==> src/rtl/fifo_defines_pkg.sv <==
// fifo_defines_pkg
// Shared definitions for the sample FIFO path: funct_generator fills the
// FIFO and fifo_sample_reader drains it onto the DAC serial link.
//   DATA_WIDTH      sample width stored in the FIFO and shifted to the DAC
//   RD_CLK_DIV_DEF  default clk cycles per sclk half-period for the reader
//   rd_state_t      reader FSM state encoding
package fifo_defines_pkg;

    localparam int unsigned DATA_WIDTH     = 16;
    localparam int unsigned RD_CLK_DIV_DEF = 2;

    typedef enum logic [2:0] {
        RD_IDLE,
        RD_READ,
        RD_LATCH,
        RD_SHIFT,
        RD_GAP
    } rd_state_t;

endpackage

==> src/rtl/fifo_sample_reader_if.sv <==
// fifo_sample_reader_if
// Bundles the FIFO read port and the DAC pin side of fifo_sample_reader.
//   en_i, empty_i, data_i      inputs to the reader (enable, FIFO flag/data)
//   rd_en_o                    FIFO read strobe
//   cs_n_o, sclk_o, sdo_o      DAC serial link
//   busy_o, frame_done_o       status
// Modport slave is taken by the reader; master by whatever drives it.
interface fifo_sample_reader_if;
    import fifo_defines_pkg::*;

    logic                  en_i;
    logic                  empty_i;
    logic [DATA_WIDTH-1:0] data_i;
    logic                  rd_en_o;
    logic                  cs_n_o;
    logic                  sclk_o;
    logic                  sdo_o;
    logic                  busy_o;
    logic                  frame_done_o;

    modport slave (
        input  en_i, empty_i, data_i,
        output rd_en_o, cs_n_o, sclk_o, sdo_o, busy_o, frame_done_o
    );

    modport master (
        output en_i, empty_i, data_i,
        input  rd_en_o, cs_n_o, sclk_o, sdo_o, busy_o, frame_done_o
    );

endinterface

==> src/rtl/fifo_sample_reader_sclk_div_cnt.sv <==
// sclk_div_cnt
// Divider counter running 0..DIV-1 while enabled; tick_o marks the last
// cycle of each half-period (counter at DIV-1 and about to wrap).
//   clk, rst   clock and asynchronous active-high reset
//   clr_i      synchronous clear to 0 (has priority over en_i)
//   en_i       count enable
//   cnt_o      current count
//   tick_o     high on the final cycle of a half-period
module sclk_div_cnt #(
    parameter int unsigned DIV = 2
) (
    input  logic       clk,
    input  logic       rst,
    input  logic       clr_i,
    input  logic       en_i,
    output logic [7:0] cnt_o,
    output logic       tick_o
);

    localparam logic [7:0] LAST = 8'(DIV - 1);

    logic [7:0] cnt_q;
    logic [7:0] cnt_d;

    always_comb begin
        cnt_d = cnt_q;
        if (clr_i) begin
            cnt_d = 8'd0;
        end else if (en_i) begin
            cnt_d = (cnt_q == LAST) ? 8'd0 : cnt_q + 8'd1;
        end
    end

    always_ff @(posedge clk or posedge rst) begin
        if (rst) begin
            cnt_q <= 8'd0;
        end else begin
            cnt_q <= cnt_d;
        end
    end

    assign cnt_o  = cnt_q;
    assign tick_o = en_i && !clr_i && (cnt_q == LAST);

endmodule

==> src/rtl/fifo_sample_reader.sv <==
// fifo_sample_reader
// Read side of the sample FIFO. When enabled and the FIFO is non-empty it
// pops one signed sample and shifts it MSB-first to an SPI-style DAC
// (sdo changes on sclk fall, DAC samples on rise), one sample per frame.
//   clk, rst   clock and asynchronous active-high reset
//   bus        fifo_sample_reader_if.slave: en_i, empty_i, data_i in;
//              rd_en_o, cs_n_o, sclk_o, sdo_o, busy_o, frame_done_o out
// Frame: READ(1) LATCH(1) SHIFT(2*CLK_DIV*DATA_WIDTH) GAP(CLK_DIV).
// Every output is a register; each _d is computed from the next state so
// the output lines up with the state it belongs to.
module fifo_sample_reader
    import fifo_defines_pkg::*;
#(
    parameter int unsigned CLK_DIV = RD_CLK_DIV_DEF
) (
    input  logic                 clk,
    input  logic                 rst,
    fifo_sample_reader_if.slave  bus
);

    localparam int unsigned BW = $clog2(DATA_WIDTH);
    // Count value one cycle before the final GAP cycle (unused when CLK_DIV=1).
    localparam logic [7:0] GAP_PRE_LAST = 8'(CLK_DIV - 2);

    rd_state_t             state_q, state_d;
    logic [DATA_WIDTH-1:0] shreg_q, shreg_d;
    logic [BW-1:0]         bit_cnt_q, bit_cnt_d;
    logic                  rd_en_q, rd_en_d;
    logic                  cs_n_q, cs_n_d;
    logic                  sclk_q, sclk_d;
    logic                  sdo_q, sdo_d;
    logic                  busy_q, busy_d;
    logic                  done_q, done_d;

    logic                  div_en;
    logic                  div_clr;
    logic [7:0]            div_cnt;
    logic                  div_tick;

    sclk_div_cnt #(
        .DIV (CLK_DIV)
    ) u_div (
        .clk    (clk),
        .rst    (rst),
        .clr_i  (div_clr),
        .en_i   (div_en),
        .cnt_o  (div_cnt),
        .tick_o (div_tick)
    );

    always_comb begin
        state_d   = state_q;
        shreg_d   = shreg_q;
        bit_cnt_d = bit_cnt_q;
        cs_n_d    = cs_n_q;
        sclk_d    = sclk_q;
        sdo_d     = sdo_q;
        done_d    = 1'b0;
        div_en    = 1'b0;
        div_clr   = 1'b1;

        case (state_q)
            RD_IDLE: begin
                if (bus.en_i && !bus.empty_i) begin
                    state_d = RD_READ;
                end
            end
            RD_READ: begin
                state_d = RD_LATCH;
            end
            RD_LATCH: begin
                // Registered FIFO: data_i is valid now, one cycle after rd_en_o.
                shreg_d   = bus.data_i;
                bit_cnt_d = BW'(DATA_WIDTH - 1);
                cs_n_d    = 1'b0;
                sclk_d    = 1'b0;
                sdo_d     = bus.data_i[DATA_WIDTH-1];
                state_d   = RD_SHIFT;
            end
            RD_SHIFT: begin
                div_en  = 1'b1;
                div_clr = 1'b0;
                if (div_tick) begin
                    if (!sclk_q) begin
                        sclk_d = 1'b1;
                    end else begin
                        // Falling edge: present the next bit while sclk is low.
                        sclk_d  = 1'b0;
                        shreg_d = {shreg_q[DATA_WIDTH-2:0], 1'b0};
                        sdo_d   = shreg_q[DATA_WIDTH-2];
                        if (bit_cnt_q == '0) begin
                            cs_n_d  = 1'b1;
                            state_d = RD_GAP;
                            // With a one-cycle gap the first GAP cycle is also the last.
                            done_d  = (CLK_DIV == 1);
                        end else begin
                            bit_cnt_d = bit_cnt_q - 1'b1;
                        end
                    end
                end
            end
            RD_GAP: begin
                // The divider wrapped to 0 on the last SHIFT tick, so it
                // times the gap without an explicit clear.
                div_en  = 1'b1;
                div_clr = 1'b0;
                if (div_tick) begin
                    state_d = (bus.en_i && !bus.empty_i) ? RD_READ : RD_IDLE;
                end else begin
                    done_d = (div_cnt == GAP_PRE_LAST);
                end
            end
            default: begin
                state_d = RD_IDLE;
            end
        endcase

        rd_en_d = (state_d == RD_READ);
        busy_d  = (state_d != RD_IDLE);
    end

    always_ff @(posedge clk or posedge rst) begin
        if (rst) begin
            state_q   <= RD_IDLE;
            shreg_q   <= '0;
            bit_cnt_q <= '0;
            rd_en_q   <= 1'b0;
            cs_n_q    <= 1'b1;
            sclk_q    <= 1'b0;
            sdo_q     <= 1'b0;
            busy_q    <= 1'b0;
            done_q    <= 1'b0;
        end else begin
            state_q   <= state_d;
            shreg_q   <= shreg_d;
            bit_cnt_q <= bit_cnt_d;
            rd_en_q   <= rd_en_d;
            cs_n_q    <= cs_n_d;
            sclk_q    <= sclk_d;
            sdo_q     <= sdo_d;
            busy_q    <= busy_d;
            done_q    <= done_d;
        end
    end

    assign bus.rd_en_o      = rd_en_q;
    assign bus.cs_n_o       = cs_n_q;
    assign bus.sclk_o       = sclk_q;
    assign bus.sdo_o        = sdo_q;
    assign bus.busy_o       = busy_q;
    assign bus.frame_done_o = done_q;

endmodule

==> src/flat_wrapper.sv <==
// flat-port wrapper written by rule: the top's interface ports become plain ports
module fifo_sample_reader_flat import fifo_defines_pkg::*;
#(
    parameter int unsigned CLK_DIV = RD_CLK_DIV_DEF
)
  (clk, rst, bus_en_i, bus_empty_i, bus_data_i, bus_rd_en_o, bus_cs_n_o, bus_sclk_o, bus_sdo_o, bus_busy_o, bus_frame_done_o);
  fifo_sample_reader_if bus_i ();
  input  logic clk;
  input  logic rst;
  input wire logic [$bits(bus_i.en_i)-1:0] bus_en_i;
  input wire logic [$bits(bus_i.empty_i)-1:0] bus_empty_i;
  input wire logic [$bits(bus_i.data_i)-1:0] bus_data_i;
  output wire logic [$bits(bus_i.rd_en_o)-1:0] bus_rd_en_o;
  output wire logic [$bits(bus_i.cs_n_o)-1:0] bus_cs_n_o;
  output wire logic [$bits(bus_i.sclk_o)-1:0] bus_sclk_o;
  output wire logic [$bits(bus_i.sdo_o)-1:0] bus_sdo_o;
  output wire logic [$bits(bus_i.busy_o)-1:0] bus_busy_o;
  output wire logic [$bits(bus_i.frame_done_o)-1:0] bus_frame_done_o;
  assign bus_i.en_i = bus_en_i;
  assign bus_i.empty_i = bus_empty_i;
  assign bus_i.data_i = bus_data_i;
  assign bus_rd_en_o = bus_i.rd_en_o;
  assign bus_cs_n_o = bus_i.cs_n_o;
  assign bus_sclk_o = bus_i.sclk_o;
  assign bus_sdo_o = bus_i.sdo_o;
  assign bus_busy_o = bus_i.busy_o;
  assign bus_frame_done_o = bus_i.frame_done_o;
  fifo_sample_reader #(.CLK_DIV(CLK_DIV)) u_core (.clk(clk), .rst(rst), .bus(bus_i));
endmodule
==> config.mk <==
export PLATFORM = sky130hd
export DESIGN_NAME = fifo_sample_reader_flat
export DESIGN_NICKNAME = d
export VERILOG_FILES = /design/src/rtl/fifo_defines_pkg.sv /design/src/rtl/fifo_sample_reader_if.sv /design/src/rtl/fifo_sample_reader_sclk_div_cnt.sv /design/src/rtl/fifo_sample_reader.sv /design/src/flat_wrapper.sv
export SDC_FILE = /design/constraint.sdc
export NUM_CORES = 1
export LEC_CHECK = 0
export ABC_AREA = 1
export CAP_MARGIN = 5
export CELL_PAD_IN_SITES_DETAIL_PLACEMENT = 2
export CELL_PAD_IN_SITES_GLOBAL_PLACEMENT = 2
export CORE_ASPECT_RATIO = 0.5
export CORE_UTILIZATION = 34
export CTS_BUF_LIST = sky130_fd_sc_hd__clkbuf_4
export CTS_CLUSTER_SIZE = 16
export DETAILED_ROUTE_END_ITERATION = 8
export PLACE_DENSITY_LB_ADDON = 0.1
export SLEW_MARGIN = 20
export SYNTH_ARGS = -nofsm -noshare
export SYNTH_HDL_FRONTEND = slang
export SYNTH_SLANG_ARGS = --single-unit
==> constraint.sdc <==
create_clock -name clk -period 1.62 [get_ports clk]
set_clock_uncertainty 0.05 [all_clocks]
set_input_delay 0.243 -clock clk [delete_from_list [all_inputs] [get_ports clk]]
set_output_delay 0.243 -clock clk [all_outputs]
set_load 0.01 [all_outputs]
Word-level counts from Yosys, hierarchy flattened
Index checks and enable logic that the tools add are counted.
{"block": "word_totals", "ff_bits": 36, "input_bits": 20, "wordCells": 67, "out_inout_bits": 6}
{"block": "classes", "n_addsub": 2, "n_eq_ne": 11, "n_reduce_logical": 14, "muxes": 30}
{"cell": "$mux 15", "n": 2}
{"cell": "$pmux 15 s2", "n": 1}
{"cell": "$mux 8", "n": 3}
{"cell": "$mux 3", "n": 5}
{"cell": "$pmux 3 s5", "n": 1}
{"cell": "$mux 4", "n": 3}
{"cell": "$mux 1", "n": 11}
{"cell": "$add 8x1->8 const B", "n": 1}
{"cell": "$eq 8x1->1 const B", "n": 1}
{"cell": "$logic_not 8->1", "n": 1}
{"cell": "$ne 2x1->1 const B", "n": 4}
{"cell": "$pmux 4 s2", "n": 1}
{"cell": "$reduce_and 4->1", "n": 2}
{"cell": "$eq 3x1->1 const B", "n": 2}
{"cell": "$eq 3x2->1 const B", "n": 2}
{"cell": "$pmux 1 s2", "n": 3}
{"cell": "$logic_not 4->1", "n": 1}
{"cell": "$sub 4x1->4 const B", "n": 1}
{"cell": "$eq 3x3->1 const B", "n": 1}
{"cell": "$logic_and 1x1->1", "n": 3}
{"cell": "$logic_not 3->1", "n": 1}
{"cell": "$reduce_and 3->1", "n": 1}
{"cell": "$reduce_bool 3->1", "n": 1}
{"cell": "$ne 2x2->1 const B", "n": 1}
{"cell": "other kinds (4)", "n": 4}

Longest topological paths before layout
Gate-level depths: netlist of the first run.
{"block": "logic_depth", "depth_word": 8, "mapped_depth": 10, "depth_no_buf": 9}

Cells and area by module
A second synthesis of the first run with hierarchy kept.
{"block": "unflattened", "cells_unflattened": 272, "hier_area_um2": 1998.2}
{"module": "fifo_sample_reader", "cells_each": 200, "seq_area_each_um2": 701.9, "area_each_um2": 1493.9, "n_inst": 1}
{"module": "sclk_div_cnt", "cells_each": 72, "seq_area_each_um2": 200.2, "area_each_um2": 504.2, "n_inst": 1}

Least setup slack after synthesis of the first run
No wires, ideal clock.
{"block": "synth_path", "path_type": "register to register", "startpoint": "register u_core.u_div.cnt_q[1] (netlist: u_core.u_div.cnt_o[1])", "endpoint": "register u_core.shreg_q[2]", "period_less_slack_ns": 1.483, "required_time_ns": 1.446, "slack_ns": 0.137, "t_arrival_ns": 1.309, "setup_ns": 0.124, "n_path_buf": 1, "path_stages_with_launch": 11, "path_cell_list": "dfrtp_1 > inv_1 > ha_1 > nand2_1 > nor2_4 > inv_1 > nand2_2 > nand3_4 > buf_12 > nand2_1 > o21ai_2"}
{"block": "synth_via", "elab_chain_cells": 4}
{"item": "start, declared", "line": "fifo_sample_reader_sclk_div_cnt.sv:22", "rtl": "logic [7:0] cnt_q;"}
{"item": "start signal, assigned", "line": "fifo_sample_reader_sclk_div_cnt.sv:38", "rtl": "cnt_q <= cnt_d;"}
{"item": "$eq 8x1->1", "line": "fifo_sample_reader_sclk_div_cnt.sv:43", "rtl": "assign tick_o = en_i && !clr_i && (cnt_q == LAST);"}
{"item": "$logic_and 1x1->1", "line": "fifo_sample_reader_sclk_div_cnt.sv:43"}
{"item": "$ne 2x1->1 (no source line)"}
{"item": "$reduce_and 3->1 (no source line)"}
{"item": "end signal, assigned", "line": "fifo_sample_reader.sv:135", "rtl": "shreg_q <= shreg_d;"}
{"item": "end, declared", "line": "fifo_sample_reader.sv:26", "rtl": "logic [DATA_WIDTH-1:0] shreg_q, shreg_d;"}
No other way between the ends.
A chain may end at the register's enable or synchronous reset.

Worst setup path in the final report of the first run
{"block": "layout_path", "startpoint": "register u_core.u_div.cnt_q[6] (netlist: u_core.u_div.cnt_o[6])", "endpoint": "register u_core.shreg_q[11]"}
The elaborated chain is that of the path after synthesis.

==> flow_metrics.env, run 1 <==
export IMPL_cp_slowest_stage_delay_ps=430
export IMPL_finalPower_mw=5.19
export IMPL_start_util=0.373
export IMPL_dp_hpwl_um=3650
export IMPL_vdd_ir_drop_max_mv=0.707
export IMPL_synth_seq_cells=36
export IMPL_die_h_um=55.3
export IMPL_gp_congestion=0.819
export IMPL_required_ps=1810
export IMPL_p_int_mw=2.86
export IMPL_p_per_area_nw_per_um2=1980
export IMPL_worst_setup_path_start_kind="flip-flop"
export IMPL_slew_viol_final=0
export IMPL_hold_viol_final=0
export IMPL_ios=26
export IMPL_r2r_start="u_core.u_div.cnt_o[6]"
export IMPL_yosys_warnings=0
export IMPL_final_common_cell="nand2_1"
export IMPL_syn_area_per_cell_um2=8.63
export IMPL_row_count=18
export IMPL_critPathKind="reg2reg"
export IMPL_crit_chain="nor2_1 -> nand2_2 -> nor2_4 -> inv_2 -> nand2_2 -> nand3_4 -> buf_12 -> nand2_2 -> o21ai_2"
export IMPL_crit_fanout=8
export IMPL_fin_ws_ps=-13.7
export IMPL_p_switching_mw=2.32
export IMPL_worst_slew_pin_slew_ps=321
export IMPL_drtIter0Drc=54
export IMPL_core_um2=5180
export IMPL_synthCells=224
export IMPL_endpoint_kind="flip-flop"
export IMPL_antenna_found_initial=0
export IMPL_slew_headroom=0.784
export IMPL_path_clk_slew_ps=120
export IMPL_hp_class="in2async"
export IMPL_syn_nets=248
export IMPL_worst_ep_arrival_time_ps=1830
export IMPL_grt_pass1_wl_um=8580
export IMPL_crit_slowest_cell="dfrtp_1"
export IMPL_grt_overflow_total=0
export IMPL_yosysSeqAreaShare=0.467
export IMPL_reg2reg_setup_slack_ps=-10
export IMPL_h_tree_depth=2
export IMPL_power_frac_seq=0.292
export IMPL_clock_latency_ps=360
export IMPL_yosysUniqueCellTypes=25
export IMPL_violations="setup timing"
export IMPL_path_delay_family="simple AND/OR/NAND/NOR gates"
export IMPL_wl_um=6350
export IMPL_cts_buffer_depth=2
export IMPL_clock_sinks=36
export IMPL_drive_above_1_share=0.314
export IMPL_swShare=0.448
export IMPL_grt_pass1_vias=1793
export IMPL_area_growth_pct=35.3
export IMPL_drt_drc_violations_left=0
export IMPL_yosysTopAreaCell="dfrtp_1"
export IMPL_power_frac_comb=0.580
export IMPL_cts_hold_buf=0
export IMPL_fin_crit_sh=1.01
export IMPL_num_vias=1721
export IMPL_worst_path_stages=9
export IMPL_placed_cell_area_um2=2290
export IMPL_cts_tree="yes"
export IMPL_clockRootBuffer="clkbuf_4"
export IMPL_fin_tns_setup_ps=-34.8
export IMPL_port_buffers=25
export IMPL_diodes=0
export IMPL_final_min_clock_period_ps=1630
export IMPL_cp_num_buf_inv=2
export IMPL_synthFlopType="dfrtp_1"
export IMPL_syn_area_um2=1930
export IMPL_postRouteAntennaNets=0
export IMPL_ys_async_sr_fraction=1.00
export IMPL_drt_first_pass_iters=4
export IMPL_vias_per_cell=5.00
export IMPL_fin_nets=297
export IMPL_synth_area_leaders="dfrtp_1 45%, nand2_1 12%, o21ai_2 6.8%, a21boi_0 5.8%, inv_1 4.7%"
export IMPL_timing_rr_end="u_core.shreg_q[11]"
export IMPL_critPathMostFrequentCell="nand2_2"
export IMPL_most_common_layout_cells="48 x nand2_1, 34 x dfrtp_1, 22 x clkdlybuf4s50_1"
export IMPL_grt_max_degree=37
export IMPL_design_area_um2=2620
export IMPL_cts_buffers=5
export IMPL_synth_edf_count=0
export IMPL_max_freq_ghz=0.612
export IMPL_max_cap_viol_count=0
export IMPL_status="finished, violations left"
export IMPL_clockPowerShare=0.129
export IMPL_ff2ff_path_depth=9
export IMPL_power_leakage_nw=1.27
export IMPL_setup_violations=5
export IMPL_gr_usage_all_layers=0.186
export IMPL_wire_per_inst_um=18.5
export IMPL_die_w_um=109
export IMPL_die_area_um2=6010
export IMPL_netlist_area_leader_share=0.453
-- sequential cells by signal, summed over array words and instances, names as in the netlist --
name and cells:
u_core.shreg_q 15, u_core.u_div.cnt_o 8, u_core.bit_cnt_q 4, u_core.state_q 3, u_core.bus.busy_o 1, u_core.bus.cs_n_o 1, u_core.bus.frame_done_o 1, u_core.bus.rd_en_o 1
u_core.bus.sclk_o 1, u_core.bus.sdo_o 1
-- cell usage after synthesis (2+ instances only) --
master	instances
o21ai_0	6
nand2_1	64
nor3b_1	4
buf_2	3
a21boi_0	15
nor2_1	21
inv_2	2
buf_6	2
nand3_1	8
a21oi_1	3
inv_1	24
nor2_4	2
nand2_2	5
buf_12	2
dfrtp_1	35
o21ai_2	15
ha_1	4
nor3_1	2
-- worst min-delay path, cell delays in order --
cell	delay, ps
clkdlybuf4s50_1	410
inv_1	90
buf_12	220
-- worst max path at each step --
stage	startpoint	to	slack [ps]
after floorplan	u_core.u_div.cnt_o[1]	u_core.shreg_q[2]	140
after global placement	u_core.u_div.cnt_o[1]	u_core.bit_cnt_q[0]	80
after detailed placement	u_core.u_div.cnt_o[1]	u_core.shreg_q[4]	-40
after CTS	u_core.bus.sclk_o	bus_sclk_o	20
after global routing	u_core.bit_cnt_q[1]	u_core.bit_cnt_q[3]	-130
final	u_core.u_div.cnt_o[6]	u_core.shreg_q[11]	-10
-- per-stage QoR --
stage / hold slack, ps / instances / util / setup slack (ps)
floorplan: 310 / 224 / - / 137
global placement: 410 / 322 / 0.443 / 75.8
detailed placement: 417 / 322 / 0.443 / -43.0
CTS: 187 / 333 / 0.463 / 16.9
global route: 191 / 344 / 0.505 / -133
finish: 174 / 344 / 0.505 / -13.7
-- cells by family (layout without fill, tap and decap cells) --
logic type      count (synthesis)  in the layout  synth area share
simple gates                  108            108             0.247
compound gates                 41             41             0.161
flops                          36             36             0.467
buf+inv                        33             83            0.0906
fa+ha+maj                       4              4            0.0259
xor+xnor                        2              2           0.00906
-- power groups by stage --
stage	combinational [mW]	sequential, mW	clock (mW)
after floorplan	1.81	1.44	0
after global placement	2.23	1.46	0
after detailed placement	2.34	1.48	0
after CTS	2.41	1.46	0.675
after global routing	3.31	1.54	0.728
final	3.01	1.51	0.667
-- layer usage --
layer  up-vias  GRT usage  routed length, um
met5         -          0                  0
met4         0     0.0463                140
met3        13     0.0531                228
met2        32      0.317               3280
met1       871      0.231               2700
li1        805          -                  -
-- timing repair --
action,CTS,global route
resized for setup,3,33
cloned,0,3
endpoints found under the setup margin,21,23
buffers inserted,3,8
pin swaps,1,5
-- area by class of cell --
cell class / count / area, um^2
fillers: 565 / 2560
multi-input cells: 155 / 945
flip-flops and latches: 36 / 903
repair buffers: 49 / 502
inverters: 26 / 97.6
well taps: 70 / 87.6
clock buffers: 6 / 45.0
clock inverters: 2 / 35.0
Power figures use the tool's default switching activity.
==> inputs of run 2 (changes only) <==
Settings changed: CTS_CLUSTER_SIZE 16 to not set.
==> results of run 2 <==
The final DEF is identical to that of run 1; final timing and power are the same.
